<file path="src/rtl/pipe_tx_width_adapter_if.sv">
// Scrambler-side word handshake and PIPE TX beat bus of the TX width adapter.
interface pipe_tx_width_adapter_if;
    logic [31:0] in_data;
    logic [3:0]  in_datak;
    logic [1:0]  in_sync_header;
    logic        in_start;
    logic        in_valid;
    logic        in_ready;
    logic [31:0] TxData;
    logic [3:0]  TxDataK;
    logic        TxDataValid;
    logic [1:0]  TxSyncHeader;
    logic        TxStartBlock;
    logic        block_err;

    modport master (
        output in_data, in_datak, in_sync_header, in_start, in_valid,
        input  in_ready, TxData, TxDataK, TxDataValid, TxSyncHeader, TxStartBlock, block_err
    );

    modport slave (
        input  in_data, in_datak, in_sync_header, in_start, in_valid,
        output in_ready, TxData, TxDataK, TxDataValid, TxSyncHeader, TxStartBlock, block_err
    );
endinterface

</file>
<file path="src/rtl/pipe_tx_width_adapter.sv">
// Buffers 32-bit scrambler words and serialises them onto the per-generation
// PIPE TX width, with 128b/130b start-block framing and block-alignment checking.
module pipe_tx_width_adapter #(
    parameter int PIPE_W_GEN1 = 8,
    parameter int PIPE_W_GEN2 = 8,
    parameter int PIPE_W_GEN3 = 16,
    parameter int PIPE_W_GEN4 = 32,
    parameter int PIPE_W_GEN5 = 32,
    parameter int FIFO_DEPTH  = 4
) (
    input  logic                    pclk,
    input  logic                    reset_n,
    input  logic [2:0]              generation,
    pipe_tx_width_adapter_if.slave  bus
);
    localparam int          AW      = $clog2(FIFO_DEPTH);
    localparam logic [AW:0] DEPTH_C = (AW + 1)'(FIFO_DEPTH);

    typedef struct packed {
        logic [31:0] data;
        logic [3:0]  datak;
        logic [1:0]  sync_header;
        logic        start;
    } word_t;

    function automatic logic [5:0] width_of(input logic [2:0] g);
        case (g)
            3'd1:    width_of = 6'(PIPE_W_GEN1);
            3'd2:    width_of = 6'(PIPE_W_GEN2);
            3'd3:    width_of = 6'(PIPE_W_GEN3);
            3'd4:    width_of = 6'(PIPE_W_GEN4);
            3'd5:    width_of = 6'(PIPE_W_GEN5);
            default: width_of = 6'd32;
        endcase
    endfunction

    word_t          mem_r [FIFO_DEPTH];
    logic [AW-1:0]  wr_ptr_r, rd_ptr_r;
    logic [AW:0]    count_r;
    logic [1:0]     slice_r;
    logic [1:0]     blk_cnt_r, blk_cnt_s;
    logic [2:0]     gen_prev_r;
    logic           gen_init_r;

    word_t          head_s;
    logic [5:0]     w_s, shift_s;
    logic [31:0]    dmask_s;
    logic [3:0]     kmask_s;
    logic [1:0]     last_slice_s;
    logic           gen_ok_s, gen_chg_s, run_s, mode128_s;
    logic           ready_s, push_s, beat_s, pop_s;

    logic [31:0]    tx_data_s, tx_data_r;
    logic [3:0]     tx_k_s, tx_k_r;
    logic           tx_valid_s, tx_valid_r;
    logic [1:0]     tx_sh_s, tx_sh_r;
    logic           tx_start_s, tx_start_r;
    logic           blk_err_s, blk_err_r;

    // Mode decode, handshake and FIFO/slice control
    always_comb begin
        w_s       = width_of(generation);
        gen_ok_s  = (generation >= 3'd1) && (generation <= 3'd5);
        gen_chg_s = gen_init_r && (generation != gen_prev_r);
        run_s     = gen_ok_s && !gen_chg_s;
        mode128_s = (generation >= 3'd3);
        ready_s   = reset_n && run_s && (count_r < DEPTH_C);
        push_s    = bus.in_valid && ready_s;
        beat_s    = run_s && (count_r != {(AW + 1){1'b0}});
        head_s    = mem_r[rd_ptr_r];
        shift_s   = {4'd0, slice_r} * w_s;
        case (w_s)
            6'd8: begin
                last_slice_s = 2'd3;
                dmask_s      = 32'h0000_00FF;
                kmask_s      = 4'h1;
            end
            6'd16: begin
                last_slice_s = 2'd1;
                dmask_s      = 32'h0000_FFFF;
                kmask_s      = 4'h3;
            end
            default: begin
                last_slice_s = 2'd0;
                dmask_s      = 32'hFFFF_FFFF;
                kmask_s      = 4'hF;
            end
        endcase
        pop_s = beat_s && (slice_r == last_slice_s);
    end

    // Next beat on the PIPE side; the sync header only changes on a start beat
    always_comb begin
        tx_data_s  = 32'd0;
        tx_k_s     = 4'd0;
        tx_valid_s = 1'b0;
        tx_start_s = 1'b0;
        if (!run_s || !mode128_s) begin
            tx_sh_s = 2'b00;
        end else begin
            tx_sh_s = tx_sh_r;
        end
        if (beat_s) begin
            tx_data_s  = (head_s.data >> shift_s) & dmask_s;
            tx_valid_s = 1'b1;
            if (mode128_s) begin
                if ((slice_r == 2'd0) && head_s.start) begin
                    tx_start_s = 1'b1;
                    tx_sh_s    = head_s.sync_header;
                end else begin
                    tx_start_s = 1'b0;
                end
            end else begin
                tx_k_s = (head_s.datak >> shift_s[5:3]) & kmask_s;
            end
        end else begin
            tx_valid_s = 1'b0;
        end
    end

    // Block word counter: a start word always resynchronises the count to 1
    always_comb begin
        blk_err_s = 1'b0;
        blk_cnt_s = blk_cnt_r;
        if (!run_s) begin
            blk_cnt_s = 2'd0;
        end else if (push_s && mode128_s) begin
            blk_err_s = bus.in_start ? (blk_cnt_r != 2'd0) : (blk_cnt_r == 2'd0);
            blk_cnt_s = bus.in_start ? 2'd1 : (blk_cnt_r + 2'd1);
        end else begin
            blk_err_s = 1'b0;
        end
    end

    // FIFO pointers, occupancy, slice and block counters
    always_ff @(posedge pclk or negedge reset_n) begin
        if (!reset_n) begin
            wr_ptr_r  <= {AW{1'b0}};
            rd_ptr_r  <= {AW{1'b0}};
            count_r   <= {(AW + 1){1'b0}};
            slice_r   <= 2'd0;
            blk_cnt_r <= 2'd0;
        end else if (!run_s) begin
            wr_ptr_r  <= {AW{1'b0}};
            rd_ptr_r  <= {AW{1'b0}};
            count_r   <= {(AW + 1){1'b0}};
            slice_r   <= 2'd0;
            blk_cnt_r <= 2'd0;
        end else begin
            wr_ptr_r  <= push_s ? (wr_ptr_r + AW'(1'b1)) : wr_ptr_r;
            rd_ptr_r  <= pop_s  ? (rd_ptr_r + AW'(1'b1)) : rd_ptr_r;
            count_r   <= count_r + (AW + 1)'(push_s) - (AW + 1)'(pop_s);
            slice_r   <= pop_s ? 2'd0 : (beat_s ? (slice_r + 2'd1) : slice_r);
            blk_cnt_r <= blk_cnt_s;
        end
    end

    // Word storage
    always_ff @(posedge pclk or negedge reset_n) begin
        if (!reset_n) begin
            for (int i = 0; i < FIFO_DEPTH; i++) begin
                mem_r[i] <= {$bits(word_t){1'b0}};
            end
        end else if (push_s) begin
            mem_r[wr_ptr_r] <= {bus.in_data, bus.in_datak, bus.in_sync_header, bus.in_start};
        end else begin
            mem_r[wr_ptr_r] <= mem_r[wr_ptr_r];
        end
    end

    // Registered PIPE outputs and generation history
    always_ff @(posedge pclk or negedge reset_n) begin
        if (!reset_n) begin
            tx_data_r  <= 32'd0;
            tx_k_r     <= 4'd0;
            tx_valid_r <= 1'b0;
            tx_sh_r    <= 2'b00;
            tx_start_r <= 1'b0;
            blk_err_r  <= 1'b0;
            gen_prev_r <= 3'd0;
            gen_init_r <= 1'b0;
        end else begin
            tx_data_r  <= tx_data_s;
            tx_k_r     <= tx_k_s;
            tx_valid_r <= tx_valid_s;
            tx_sh_r    <= tx_sh_s;
            tx_start_r <= tx_start_s;
            blk_err_r  <= blk_err_s;
            gen_prev_r <= generation;
            gen_init_r <= 1'b1;
        end
    end

    assign bus.in_ready     = ready_s;
    assign bus.TxData       = tx_data_r;
    assign bus.TxDataK      = tx_k_r;
    assign bus.TxDataValid  = tx_valid_r;
    assign bus.TxSyncHeader = tx_sh_r;
    assign bus.TxStartBlock = tx_start_r;
    assign bus.block_err    = blk_err_r;
endmodule

</file>
<file path="src/flat_wrapper.sv">
// flat-port wrapper written by rule: the top's interface ports become plain ports
module pipe_tx_width_adapter_flat 
#(
    parameter int PIPE_W_GEN1 = 8,
    parameter int PIPE_W_GEN2 = 8,
    parameter int PIPE_W_GEN3 = 16,
    parameter int PIPE_W_GEN4 = 32,
    parameter int PIPE_W_GEN5 = 32,
    parameter int FIFO_DEPTH  = 4
)
  (pclk, reset_n, generation, bus_in_data, bus_in_datak, bus_in_sync_header, bus_in_start, bus_in_valid, bus_in_ready, bus_TxData, bus_TxDataK, bus_TxDataValid, bus_TxSyncHeader, bus_TxStartBlock, bus_block_err);
  pipe_tx_width_adapter_if bus_i ();
  input  logic pclk;
  input  logic reset_n;
  input  logic [2:0] generation;
  input wire logic [$bits(bus_i.in_data)-1:0] bus_in_data;
  input wire logic [$bits(bus_i.in_datak)-1:0] bus_in_datak;
  input wire logic [$bits(bus_i.in_sync_header)-1:0] bus_in_sync_header;
  input wire logic [$bits(bus_i.in_start)-1:0] bus_in_start;
  input wire logic [$bits(bus_i.in_valid)-1:0] bus_in_valid;
  output wire logic [$bits(bus_i.in_ready)-1:0] bus_in_ready;
  output wire logic [$bits(bus_i.TxData)-1:0] bus_TxData;
  output wire logic [$bits(bus_i.TxDataK)-1:0] bus_TxDataK;
  output wire logic [$bits(bus_i.TxDataValid)-1:0] bus_TxDataValid;
  output wire logic [$bits(bus_i.TxSyncHeader)-1:0] bus_TxSyncHeader;
  output wire logic [$bits(bus_i.TxStartBlock)-1:0] bus_TxStartBlock;
  output wire logic [$bits(bus_i.block_err)-1:0] bus_block_err;
  assign bus_i.in_data = bus_in_data;
  assign bus_i.in_datak = bus_in_datak;
  assign bus_i.in_sync_header = bus_in_sync_header;
  assign bus_i.in_start = bus_in_start;
  assign bus_i.in_valid = bus_in_valid;
  assign bus_in_ready = bus_i.in_ready;
  assign bus_TxData = bus_i.TxData;
  assign bus_TxDataK = bus_i.TxDataK;
  assign bus_TxDataValid = bus_i.TxDataValid;
  assign bus_TxSyncHeader = bus_i.TxSyncHeader;
  assign bus_TxStartBlock = bus_i.TxStartBlock;
  assign bus_block_err = bus_i.block_err;
  pipe_tx_width_adapter #(.PIPE_W_GEN1(PIPE_W_GEN1), .PIPE_W_GEN2(PIPE_W_GEN2), .PIPE_W_GEN3(PIPE_W_GEN3), .PIPE_W_GEN4(PIPE_W_GEN4), .PIPE_W_GEN5(PIPE_W_GEN5), .FIFO_DEPTH(FIFO_DEPTH)) u_core (.pclk(pclk), .reset_n(reset_n), .generation(generation), .bus(bus_i));
endmodule
</file>
<file path="config.mk">
export PLATFORM = sky130hd
export DESIGN_NAME = pipe_tx_width_adapter_flat
export DESIGN_NICKNAME = d
export VERILOG_FILES = /design/src/rtl/pipe_tx_width_adapter_if.sv /design/src/rtl/pipe_tx_width_adapter.sv /design/src/flat_wrapper.sv
export SDC_FILE = /design/constraint.sdc
export NUM_CORES = 1
export LEC_CHECK = 0
export BUFFER_PORTS_ARGS = -buffer_cell sky130_fd_sc_hd__buf_2
export CORE_MARGIN = 10
export CORE_UTILIZATION = 40
export CTS_BUF_LIST = sky130_fd_sc_hd__clkbuf_4 sky130_fd_sc_hd__clkbuf_8
export DETAILED_ROUTE_END_ITERATION = 12
export GPL_ROUTABILITY_DRIVEN = 0
export PLACE_DENSITY = 0.66
export SYNTH_ARGS = -nofsm -noshare
export SYNTH_HDL_FRONTEND = slang
export SYNTH_SLANG_ARGS = --single-unit
</file>
<file path="constraint.sdc">
create_clock -name pclk -period 3.84 [get_ports pclk]
set_input_delay 0 -clock pclk [delete_from_list [all_inputs] [get_ports pclk]]
set_output_delay 0 -clock pclk [all_outputs]
set_load 0.01 [all_outputs]
</file>
# Word level (Yosys, flattened, before mapping)
# Index checks and enable logic that the tools add are counted.
[word_totals]
reg_bits = 212
input_bits = 45
out_inout_bits = 42
elab_cells = 120
[op_classes]
add_sub_neg = 6
multipliers = 1
order_cmp = 7
eq_ne = 11
n_shift = 2
n_mux = 40
bitwise_logic = 4
n_reduce_logical = 20
[ops]
columns = ["operator", "count"]
rows = [
  ["$bwmux W156", 2],
  ["$mux W39", 5],
  ["$bmux W39 S2", 2],
  ["$mux W156", 1],
  ["$demux W39 S2", 1],
  ["$pmux W32 S2", 1],
  ["$and A32 B32 Y32", 1],
  ["$mux W32", 1],
  ["$shr A32 B6 Y32", 1],
  ["$mux W2", 14],
  ["$pmux W6 S2", 1],
  ["$logic_and A1 B1 Y1", 11],
  ["$add A2 B1 Y2 const B", 4],
  ["$mux W4", 2],
  ["$pmux W4 S2", 1],
  ["$mux W1", 7],
  ["$eq A3 B2 Y1 const B", 2],
  ["$eq A6 B4 Y1 const B", 1],
  ["$eq A6 B5 Y1 const B", 1],
  ["$ge A3 B3 Y1 const B", 2],
  ["$mul A2 B6 Y6", 1],
  ["$ne A2 B2 Y1 const B", 3],
  ["$not A2 Y3", 2],
  ["$and A4 B4 Y4", 1],
  ["20 further kinds", 23],
]

# Logic depth before layout (Yosys ltp)
# Gate-level depths: netlist (run 1).
[logic_depth]
word_depth = 10
depth_mapped = 16
mapped_depth_nobuf = 15

# Worst setup path before layout (run 1)
# Ideal clock, no wire load.
[synth_timing]
path_kind = "input port to flip-flop"
from = "in generation[0]"
to = "reg u_core.count_r[2]"
setup_ps = 132
t_arrival_ps = 2701
required_ps = 3708
slack_ps = 1007
cell_stages = 16
n_path_buf = 1
cell_sequence = "buf_2 xor2_1 nor2b_1 inv_1 ha_1 xor2_1 nor3_1 and2_1 ha_1 inv_1 ha_1 inv_1 fa_1 xor2_1 xnor2_1 nor2_1"
[synth_via]
elab_chain_len = 10
elab_cells_between_ends = 24
cone_classes = "add/sub (2); order compare (2); eq/ne (7); mux (3); reduce/logical (10)"
[synth_rtl]
columns = ["element", "line_no", "source"]
rows = [
  ["from (decl)", "flat_wrapper.sv:15", "input logic [2:0] generation;"],
  ["branches (longest 9 deep; another with $sub A3 B1 Y3)", "-", ""],
  ["$mux W3 (*)", "pipe_tx_width_adapter.sv:143", "end else if (!run_s) begin"],
  ["to (signal assigned)", "pipe_tx_width_adapter.sv:140", "count_r <= {(AW + 1){1'b0}};"],
  ["to (signal assigned)", "pipe_tx_width_adapter.sv:146", "count_r <= {(AW + 1){1'b0}};"],
  ["to (signal assigned)", "pipe_tx_width_adapter.sv:152", "count_r <= count_r + (AW + 1)'(push_s) - (AW + 1)'(pop_s);"],
  ["to (decl)", "pipe_tx_width_adapter.sv:39", "logic [AW:0] count_r;"],
]
# Mark *: on every way between the ends.
# A chain may end at the register's enable or synchronous reset.

# Worst setup path in the final report (run 1)
# Ends and elaborated chain as after synthesis.

==> metrics.txt, run 1 <==
Iter 0 DRT Violations=663; DR vias=7625; Final #Nets=1082; Std-Cell Core Area=approximately 27000 um2; RSZ-0062 raised after global routing=no; Top Ports=87; share of cells above drive strength 1=between 20 and 30%; multi-input logic area=5207 um2; Yosys reg bits=roughly 210; min-delay worst type=in2async; number of global-route vias before repair=just under 8000; ys async rst share=between 90% and 100%; Seq pwr share=41.9%; first-pass detailed-route iteration total=5; die area=about 34000 um2; CTS resizes=0; DPL Wire Length=~18000 um; final instance area=between 10000 and 15000 um2; Total Power=0.007841 W; IR drop worst, VDD=approximately 0.22 mV; Final min period=about 3200 ps; number of synthesized flops with an enable pin=0; Die X-Extent=between 150 and 200 um; Die Ht=approximately 180 um; Net Sw Frac=approximately 32%; DRT Wirelength=between 20000 and 30000 um; Initial Util=approximately two fifths; CTS HTree Levels=2; synth unique cells=48; clock root buffer=clkbuf_8; status=completed; Hold Vio Cnt, Final=0; ANT nets after route=0; worst-path maximum fanout=9; GRT Resource Usage Total=about 16%; Clock Latency Late Sink=530 ps; grt total ovfl=0; Final Max Tran Viols=0; endpoint class of the critical path=register; Max-cap violations=0; worst path required time=4200 ps; CTS Buffer Depth=3; ANT cells=0; CTS Sinks=212; Post-Syn Area=around 11000 um2; DR DRC count=0; CP arrival=about 3600 ps; Setup TNS Final=0 ps; Tcrit/Tclk final=a little over four fifths; Power Dens Cells=a little over 600 nW/um2; Final Skew=around 18 ps; # fillers=roughly 2400; global-route wire length before repair=roughly 44000 um; Net Count, Synth=964; sequential share of the synthesized area=approximately half; Slew headroom=about a fifth; Post-Syn Area per Cell=approximately 12 um2; Comb pwr share=a little under 30%; Post-synth top flop=dfrtp_1; Cells after DPL=between 1000 and 1500; Cell Rows=60; Setup CP Type=in2reg; clock slew at reported path FFs=roughly 60 ps; NetSw=0.002520 W; initial antenna violation count=0; area delta synth->final=18.85%; worst slew pin tran=approximately 1200 ps; endpoints failing setup=0; IO buf count=86; WL/cell=19.80 um; Post-DP Area=between 10000 and 15000 um2; total area of sequential cells=5309 um2; Via density=5.474; Ys Warns=0; largest net degree at the start of global routing=65; TritonCTS clock tree=done; Min Hold Slack=between 40 and 50 ps; Fmax=308.9 MHz; Clock power frac=~28%; Leak=approximately 5 nW; Startpoint Class=input port; Int Power=about 0.0053 W; Mapped Cells=between 900 and 1000; Post-Layout Cell Count=between 1000 and 1500; Num CTS Buffers=36
==> worst paths after layout <==
kind                       depth (start not counted)                                 start                                    to  slack (ps)
max in group asynchronous                          4                               reset_n       u_core.bus.TxData[19]$_DFF_PN0_        2200
max reg2reg                                       12           u_core.gen_init_r$_DFF_PN0_           u_core.count_r[2]$_DFF_PN0_        1060
max                                               17                         generation[0]           u_core.count_r[2]$_DFF_PN0_         600
min reg2reg                                        2  u_core.bus.TxSyncHeader[0]$_DFF_PN0_  u_core.bus.TxSyncHeader[0]$_DFF_PN0_         540
min                                                3                               reset_n        u_core.bus.block_err$_DFF_PN0_          40
min in group pclk                                  2                         generation[1]        u_core.gen_prev_r[1]$_DFF_PN0_         220
==> power by group through the flow <==
| stage | Combinational (W) | Clock, W | Sequential (W) |
|---|---|---|---|
| CTS | 0.00234 | 0.00228 | 0.00328 |
| floorplan | 0.00181 | 0 | 0.00317 |
| finish | 0.00233 | 0.00222 | 0.00329 |
| global route | 0.00256 | 0.00238 | 0.00337 |
| global placement | 0.00224 | 0 | 0.00328 |
| detailed placement | 0.00230 | 0 | 0.00331 |
==> per-layer routing <==
metal  track usage [%]  part of all wire, %  wire length [um]  up-vias
met1             22.53                   45             12380     3817
met4             4.324                  1.6               451        2
met2             25.42                   47             12960      257
li1                  -                    -                 -     3506
met5             1.840                 0.28                76        -
met3             3.350                  6.2              1723       43
==> Yosys cell counts (all sizes together), types with 2 or more instances <==
cell type	count	area share (%)
xor2	7	0.56
nand2b	9	0.52
clkbuf	46	1.6
a211oi	9	0.90
mux4	78	16
o21ai	5	0.23
nand2	22	0.76
o211ai	2	0.14
inv	11	0.38
ha	11	1.3
nor2b	5	0.29
nand3	6	0.39
nor2	177	6.1
nor3	12	0.74
a21oi	173	8.0
nand3b	3	0.21
dfrtp	212	49
o31ai	2	0.26
nor4	3	0.17
a22oi	17	1.2
and2	3	0.17
mux2i	49	8.2
buf	27	1.5
xnor2	4	0.32
and3	2	0.12
==> placed cells by master, fill, tap and decap left out, drive strengths merged, types with 4 or more instances in the layout <==
master | netlist | layout
xor2 | 7 | 7
ha | 11 | 11
nor3 | 12 | 12
a211oi | 9 | 9
xnor2 | 4 | 4
o21ai | 5 | 5
buf | 27 | 106
nand2 | 22 | 22
inv | 11 | 11
nor2b | 5 | 5
dlygate4sd3 | 0 | 46
dfrtp | 212 | 212
mux2i | 49 | 49
nand3 | 6 | 6
a21oi | 173 | 173
clkbuf | 46 | 63
nor2 | 177 | 177
nand2b | 9 | 9
a22oi | 17 | 17
mux4 | 78 | 78
==> worst max-delay path, stage by stage <==
cell           delay [ps]
dlygate4sd3_1         530
buf_2                 220
xor2_1                310
nor2b_1               230
inv_1                  90
ha_1                  320
xor2_1                190
nor3_1                310
and2_1                180
ha_1                  220
inv_1                  60
ha_1                  130
inv_1                  50
fa_1                  400
xor2_1                170
xnor2_1               130
nor2_1                 50
==> logic make-up (layout without fill, tap and decap cells) <==
logic type                 after synthesis  in the layout  synth area share [%]
AOI/OAI and AO/OA                      212            212                 11.05
xor gates and xnor gates                11             11                0.8866
adders and majority gates               12             12                 1.451
buffers and inverters                   84            229                 3.454
DFF                                    212            212                 48.82
muxes                                  128            128                 24.47
other                                    1              1               0.03451
and+or+nand+nor                        247            247                 9.833
==> sequential cells by signal (all words and copies together) (netlist names), 2 cells and up <==
signal,count
u_core.mem_r,156
u_core.bus.TxData,32
u_core.bus.TxDataK,4
u_core.count_r,3
u_core.gen_prev_r,3
u_core.blk_cnt_r,2
u_core.bus.TxSyncHeader,2
u_core.rd_ptr_r,2
u_core.slice_r,2
u_core.wr_ptr_r,2
==> final cells by class <==
class                   count  share of cell area, %
repair buffers            153                  8.671
inverters                  11                 0.3197
clock buffers              62                  6.123
well taps                 341                  3.304
flip-flops and latches    212                  41.11
multi-input cells         611                  40.32
clock inverters             3                 0.1550
==> through the flow <==
step,worst slack [ps],utilization (%)
5_1_grt,390.7,48.05
3_3_place_gp,728.4,43.25
3_5_place_dp,667.9,43.25
2_1_floorplan,1007,-
4_1_cts,666.4,48.05
6_report,602.4,48.05
==> timing repair <==
action                                 4_1_cts  5_1_grt
hold buffers                                47        0
endpoints found under the hold margin      257        0
setup endpoints to repair                    0        0
setup buffers                                0        0
Note: power is estimated with default switching activity, not from simulation.
==> run 2, diff against run 1 <==
==> constraint.sdc (replaced) <==
create_clock -name pclk -period 3.05 [get_ports pclk]
set_input_delay 0 -clock pclk [delete_from_list [all_inputs] [get_ports pclk]]
set_output_delay 0 -clock pclk [all_outputs]
set_load 0.01 [all_outputs]
==> run 2 against run 1 <==
Combinational power increased by 26%. Clock power is 16% higher. Sequential share of layout area is essentially flat. Sequential power increased by 26%. Register-to-register slack worse by 590 ps. Sequential cell count did not move. Largest power group unchanged. Highest routed layer is now met4.
==> metrics.txt, run 2 (synthesized netlist as in run 1, its figures left out) <==
Final Skew=12.37 ps (-5.465 ps); Final min period=2855 ps; Comb pwr share=30.5% (+0.7 points); Clock power frac=26.7% (-1.6 points); endpoint class of the critical path=register; IR drop worst, VDD=0.2862 mV (+31%); GRT Resource Usage Total=16.22% (-0.090 points); total area of sequential cells=5309 um2 (unchanged); multi-input logic area=5220 um2 (+0.24%); CTS Sinks=212 (unchanged); worst setup path endpoint=u_core.count_r[2]$_DFF_PN0_; Post-DP Area=11700 um2 (+0.62%); CTS Buffer Depth=3 (unchanged); endpoints failing setup=0 (unchanged); Cells after DPL=1289 (+0.62%); Final #Nets=1091 (+0.83%); number of global-route vias before repair=7732 (-0.36%); RSZ-0062 raised after global routing=no; DR DRC count=0 (unchanged); Startpoint Class=input port; Top Ports=87 (unchanged); Die X-Extent=184.8 um (unchanged); Post-Layout Cell Count=1397 (+0.29%); Seq pwr share=42.8% (+0.9 points); Num CTS Buffers=37 (+2.8%); NetSw=0.003121 W (+24%); Post CTS Setup Buffer Count=0 (unchanged); final instance area=12910 um2 (about the same); worst-path maximum fanout=3 (-6); DR WL met2=12860 um (-0.76%); max reg flops=156 (unchanged); Net Sw Frac=32.38% (+0.25 points); M1 WL=12400 um (+0.14%); reg2reg path depth=12 (unchanged); DR vias=7565 (-0.79%); worst path required time=3410 ps (-790 ps); worst slew pin tran=1046 ps (-145.2 ps); initial antenna violation count=0 (unchanged); clock root buffer=clkbuf_8; Initial Util=40.43% (unchanged); top sig layer=met4; Int Power=0.006517 W (+22%); Worst R2R Start=u_core.gen_init_r$_DFF_PN0_; Setup TNS Final=0 ps (unchanged); min-delay worst type=in2async; ANT nets after route=0 (unchanged); Iter 0 DRT Violations=700 (+5.6%); register-to-register setup slack=470 ps (-590 ps); Leak=5.070 nW (+0.16%); Cell Rows=60 (unchanged); Std-Cell Core Area=26880 um2 (unchanged); WL/cell=19.65 um (-0.79%); Via density=5.415 (-1.1%); largest net degree at the start of global routing=69 (+6.2%); DPL Wire Length=18140 um (-0.92%); Biggest register=u_core.mem_r; Tcrit/Tclk final=just over 90%; Max-cap violations=0 (unchanged); first-pass detailed-route iteration total=5 (unchanged); IO buf count=86 (unchanged); Die Ht=184.8 um (unchanged); Fmax=roughly 350 MHz; global-route wire length before repair=43680 um (about the same); most frequent cells in the layout=dfrtp_1, nor2_1, a21oi_1; CP arrival=3220 ps (-380 ps); reg-to-reg endpoint=u_core.count_r[2]$_DFF_PN0_; crit path launch=generation[1]; Slew headroom=29.95% (+9.7 points); ANT cells=0 (unchanged); die area=34160 um2 (unchanged); met3 WL=1744 um (+1.2%); TritonCTS clock tree=done; Setup CP Type=in2reg; Hold Vio Cnt, Final=0 (unchanged); Clock Latency Late Sink=520 ps (about the same); CTS HTree Levels=2 (unchanged); grt total ovfl=0 (unchanged); Power Dens Cells=746.5 nW/um2 (+23%); clock slew at reported path FFs=60 ps (about the same); commonest non-fill, non-tap cell in the layout=dfrtp_1; share of cells above drive strength 1=30.11% (+0.46 points); Final Max Tran Viols=0 (unchanged); status=completed; area delta synth->final=18.80% (about the same); # fillers=2427 (+0.87%); DRT Wirelength=27450 um (-0.51%)
run 2: cell count changes in the layout (fill, tap and decap cells not counted), sizes merged:
cell	delta
clkbuf	-7
clkinv	+4
buf	+8
clkinvlp	-1
run 2: what timing repair did:
item / 4_1_cts / 5_1_grt
hold endpoints to repair: 249 / 0
hold buffers: 47 / 0
endpoints found under the setup margin: 0 / 1
gates resized for setup: 0 / 2
run 2: per-stage QoR:
stage,setup slack (ps),total power (W),hold slack (ps),util (%)
after floorplan,217.4,0.006262,-295.6,-
after global placement,255.5,0.006950,-51.41,43.52
after detailed placement,201.0,0.007049,-50.31,43.52
after CTS,180.1,0.009695,33.99,47.99
after global routing,9.183,0.01020,78.75,48.04
final,195.3,0.009638,42.43,48.04
run 2: final cells by class:
type | count | share of cell area [%]
clock buffer | 55 | 5.330
multi-input combinational | 611 | 40.43
inverter | 11 | 0.3198
tap | 341 | 3.305
sequential | 212 | 41.12
timing repair buffer | 161 | 9.236
clock inverter | 6 | 0.2520
run 2: power by group through the flow:
stage          Clock (W)  Combinational, W  Sequential [W]
2_1_floorplan          0           0.00228         0.00399
3_3_place_gp           0           0.00284         0.00411
3_5_place_dp           0           0.00289         0.00416
4_1_cts          0.00263           0.00295         0.00412
5_1_grt          0.00275           0.00321         0.00423
6_report         0.00257           0.00294         0.00413
run 2: how the worst min path moves through the flow:
stage,slack (ps),end,cells past startpoint
finish,40,u_core.bus.block_err$_DFF_PN0_,3
global route,80,u_core.bus.block_err$_DFF_PN0_,3
CTS,30,u_core.bus.block_err$_DFF_PN0_,3
detailed placement,-50,u_core.bus.block_err$_DFF_PN0_,1
global placement,-50,u_core.bus.block_err$_DFF_PN0_,1
floorplan,-300,u_core.blk_cnt_r[0]$_DFFE_PN0P_,0
run 2: routing by layer:
| metal | vias up | track usage [%] |
|---|---|---|
| met5 | - | 0 |
| met4 | 0 | 4.226 |
| met3 | 33 | 3.840 |
| met2 | 203 | 25.00 |
| met1 | 3793 | 22.50 |
| li1 | 3536 | - |
run 2: worst max-delay path: stages:
cell and delay, ps:
dlygate4sd3_1 530, buf_2 130, xor2_1 180, nor2b_1 190, inv_1 90, ha_1 340, xor2_2 240, nor3_2 70
and2_1 180, ha_1 260, inv_1 60, ha_1 130, inv_1 50, fa_1 400, xor2_1 170, xnor2_1 140
nor2_1 50
==> run 3, diff against run 2 <==
--- a/config.mk
+++ b/config.mk
@@ -11,7 +11,7 @@
 export CTS_BUF_LIST = sky130_fd_sc_hd__clkbuf_4 sky130_fd_sc_hd__clkbuf_8
 export DETAILED_ROUTE_END_ITERATION = 12
 export GPL_ROUTABILITY_DRIVEN = 0
-export PLACE_DENSITY = 0.66
+export PLACE_DENSITY = 0.68
 export SYNTH_ARGS = -nofsm -noshare
 export SYNTH_HDL_FRONTEND = slang
 export SYNTH_SLANG_ARGS = --single-unit
==> constraint.sdc (replaced) <==
create_clock -name pclk -period 2.4 [get_ports pclk]
set_input_delay 0 -clock pclk [delete_from_list [all_inputs] [get_ports pclk]]
set_output_delay 0 -clock pclk [all_outputs]
set_load 0.01 [all_outputs]
==> run 3 against run 2 <==
Cell count grew 1.8%. Design area grew 2.1%. Register-to-register slack lost 430 ps. Wire length grew 1.3%. Clock skew grew 9.6 ps. Sequential cell count is the same. Clock power grew 32%. Non-clock buffer count grew 21. Critical path type is now reg2reg. Largest cell class unchanged.
==> metrics.txt, run 3 (synthesized netlist as in run 1, its figures left out) <==
status=completed; Final #Nets=1112 (+1.9%); commonest non-fill, non-tap cell in the layout=dfrtp_1; DR vias=7821 (+3.4%); Die X-Extent=184.8 um (unchanged); IR drop worst, VDD=0.3789 mV (+32%); Initial Util=40.43% (unchanged); GRT Resource Usage Total=16.41% (+0.19 points); worst-path maximum fanout=2 (-1); Std-Cell Core Area=26880 um2 (unchanged); multi-input logic area=5264 um2 (+0.84%); crit path launch=u_core.gen_prev_r[1]$_DFF_PN0_; TritonCTS clock tree=done; DR DRC count=0 (unchanged); DRT Wirelength=27810 um (+1.3%); Post-Layout Cell Count=1422 (+1.8%); number of global-route vias before repair=7991 (+3.3%); worst path required time=2820 ps (-590 ps); Top Ports=87 (unchanged); RSZ-0062 raised after global routing=yes; Max-cap violations=0 (unchanged); IO buf count=86 (unchanged); Biggest register=u_core.mem_r; min-delay worst type=in2reg; total area of sequential cells=5309 um2 (unchanged); grt total ovfl=0 (unchanged); clock root buffer=clkbuf_8; clock slew at reported path FFs=60 ps (about the same); first-pass detailed-route iteration total=5 (unchanged); Final Max Tran Viols=0 (unchanged); die area=34160 um2 (unchanged); max reg flops=156 (unchanged); Worst R2R Start=u_core.gen_prev_r[1]$_DFF_PN0_; largest net degree at the start of global routing=80 (+16%); CP arrival=2780 ps (-440 ps); Setup TNS Final=0 ps (unchanged); Clock Latency Late Sink=530 ps (about the same); WL/cell=19.56 um (-0.46%); ANT cells=0 (unchanged); Iter 0 DRT Violations=647 (-7.6%); Hold Vio Cnt, Final=0 (unchanged); # fillers=2336 (-3.7%); ANT nets after route=0 (unchanged); Setup CP Type=reg2reg; Final Skew=21.94 ps (+9.568 ps); Leak=5.208 nW (+2.7%); Fmax=between 400 and 500 MHz; CTS HTree Levels=2 (unchanged); most frequent cells in the layout=dfrtp_1, nor2_1, a21oi_1; Die Ht=184.8 um (unchanged); DPL Wire Length=18240 um (+0.57%); global-route wire length before repair=44510 um (+1.9%); endpoint class of the critical path=register; initial antenna violation count=0 (unchanged); worst slew pin tran=987.6 ps (-58.55 ps); CTS Buffer Depth=3 (unchanged); Tcrit/Tclk final=roughly 100%; Via density=5.500 (+1.6%); Final min period=roughly 2400 ps; Slew headroom=34.16% (+4.2 points); endpoints failing setup=0 (unchanged); CTS Sinks=212 (unchanged); Power Dens Cells=945.8 nW/um2 (+27%); Num CTS Buffers=37 (unchanged); Startpoint Class=register; area delta synth->final=21.29%; Cells after DPL=1307 (+1.4%); Hold Crit Start=generation[2]; share of cells above drive strength 1=32.38% (+2.3 points); Cell Rows=60 (unchanged)
run 3: stage by stage:
stage,power (W),hold slack (ps),worst slack (ps),utilization [%],instance area [um2]
final,0.01247,46.21,44.78,49.04,13180
after global routing,0.01318,81.36,-103.9,49.04,13180
after CTS,0.01253,74.04,51.92,48.93,13150
after detailed placement,0.009044,-175.3,-229.5,44.32,11910
after global placement,0.008880,-177.6,-163.1,44.32,11910
after floorplan,0.007969,-295.6,-93.59,-,10920
run 3: cell type report:
type	instances	area share, %
timing repair buffer	182	10.45
tap	341	3.237
clock inverter	4	0.1709
multi-input combinational	611	39.94
inverter	11	0.3133
sequential	212	40.28
clock buffer	61	5.610
run 3: power breakdown:
part	leakage, nW	switching [W]	internal (W)
Combinational	2.51	0.00187	0.00197
Clock	0.409	0.00146	0.00194
Sequential	2.29	0.000686	0.00454
Total	5.21	0.00402	0.00845
run 3: layer usage:
layer  share of wire (%)  track usage, %  vias to the layer above
li1                    -               -                     3579
met1                  44           22.27                     3939
met2                  47           25.77                      263
met3                 6.9           3.723                       40
met4                 1.8           4.779                        0
met5                   0               0                        -
run 3: what timing repair did:
action                                 CTS  global route
buffers inserted                         1             2
hold buffers                            47             0
endpoints found under the hold margin  312             0
gates resized for setup                  0             3
setup endpoints to repair                1             2
cloned                                   0             0
pin swaps                                1             1
run 3: critical path, stage by stage (launching register included):
cell,delay (ps)
dfrtp_1,380
nor2b_1,160
o31ai_4,230
o211a_1,190
and2_1,130
ha_1,220
inv_1,60
ha_1,140
inv_1,50
fa_2,350
xor2_2,150
xnor2_1,140
nor2_1,50
run 3: worst paths after layout:
kind                                                        endpoint  slack (ps)  depth (start not counted)
worst max-delay path                     u_core.count_r[2]$_DFF_PN0_          40                         12
worst min-delay path            u_core.bus.TxSyncHeader[0]$_DFF_PN0_          50                          5
min in group asynchronous                u_core.count_r[0]$_DFF_PN0_         240                          3
worst max register to register           u_core.count_r[2]$_DFF_PN0_          40                         12
worst min register to register         u_core.mem_r[135]$_DFFE_PN0P_         540                          2
max in group asynchronous              u_core.mem_r[143]$_DFFE_PN0P_         730                          4
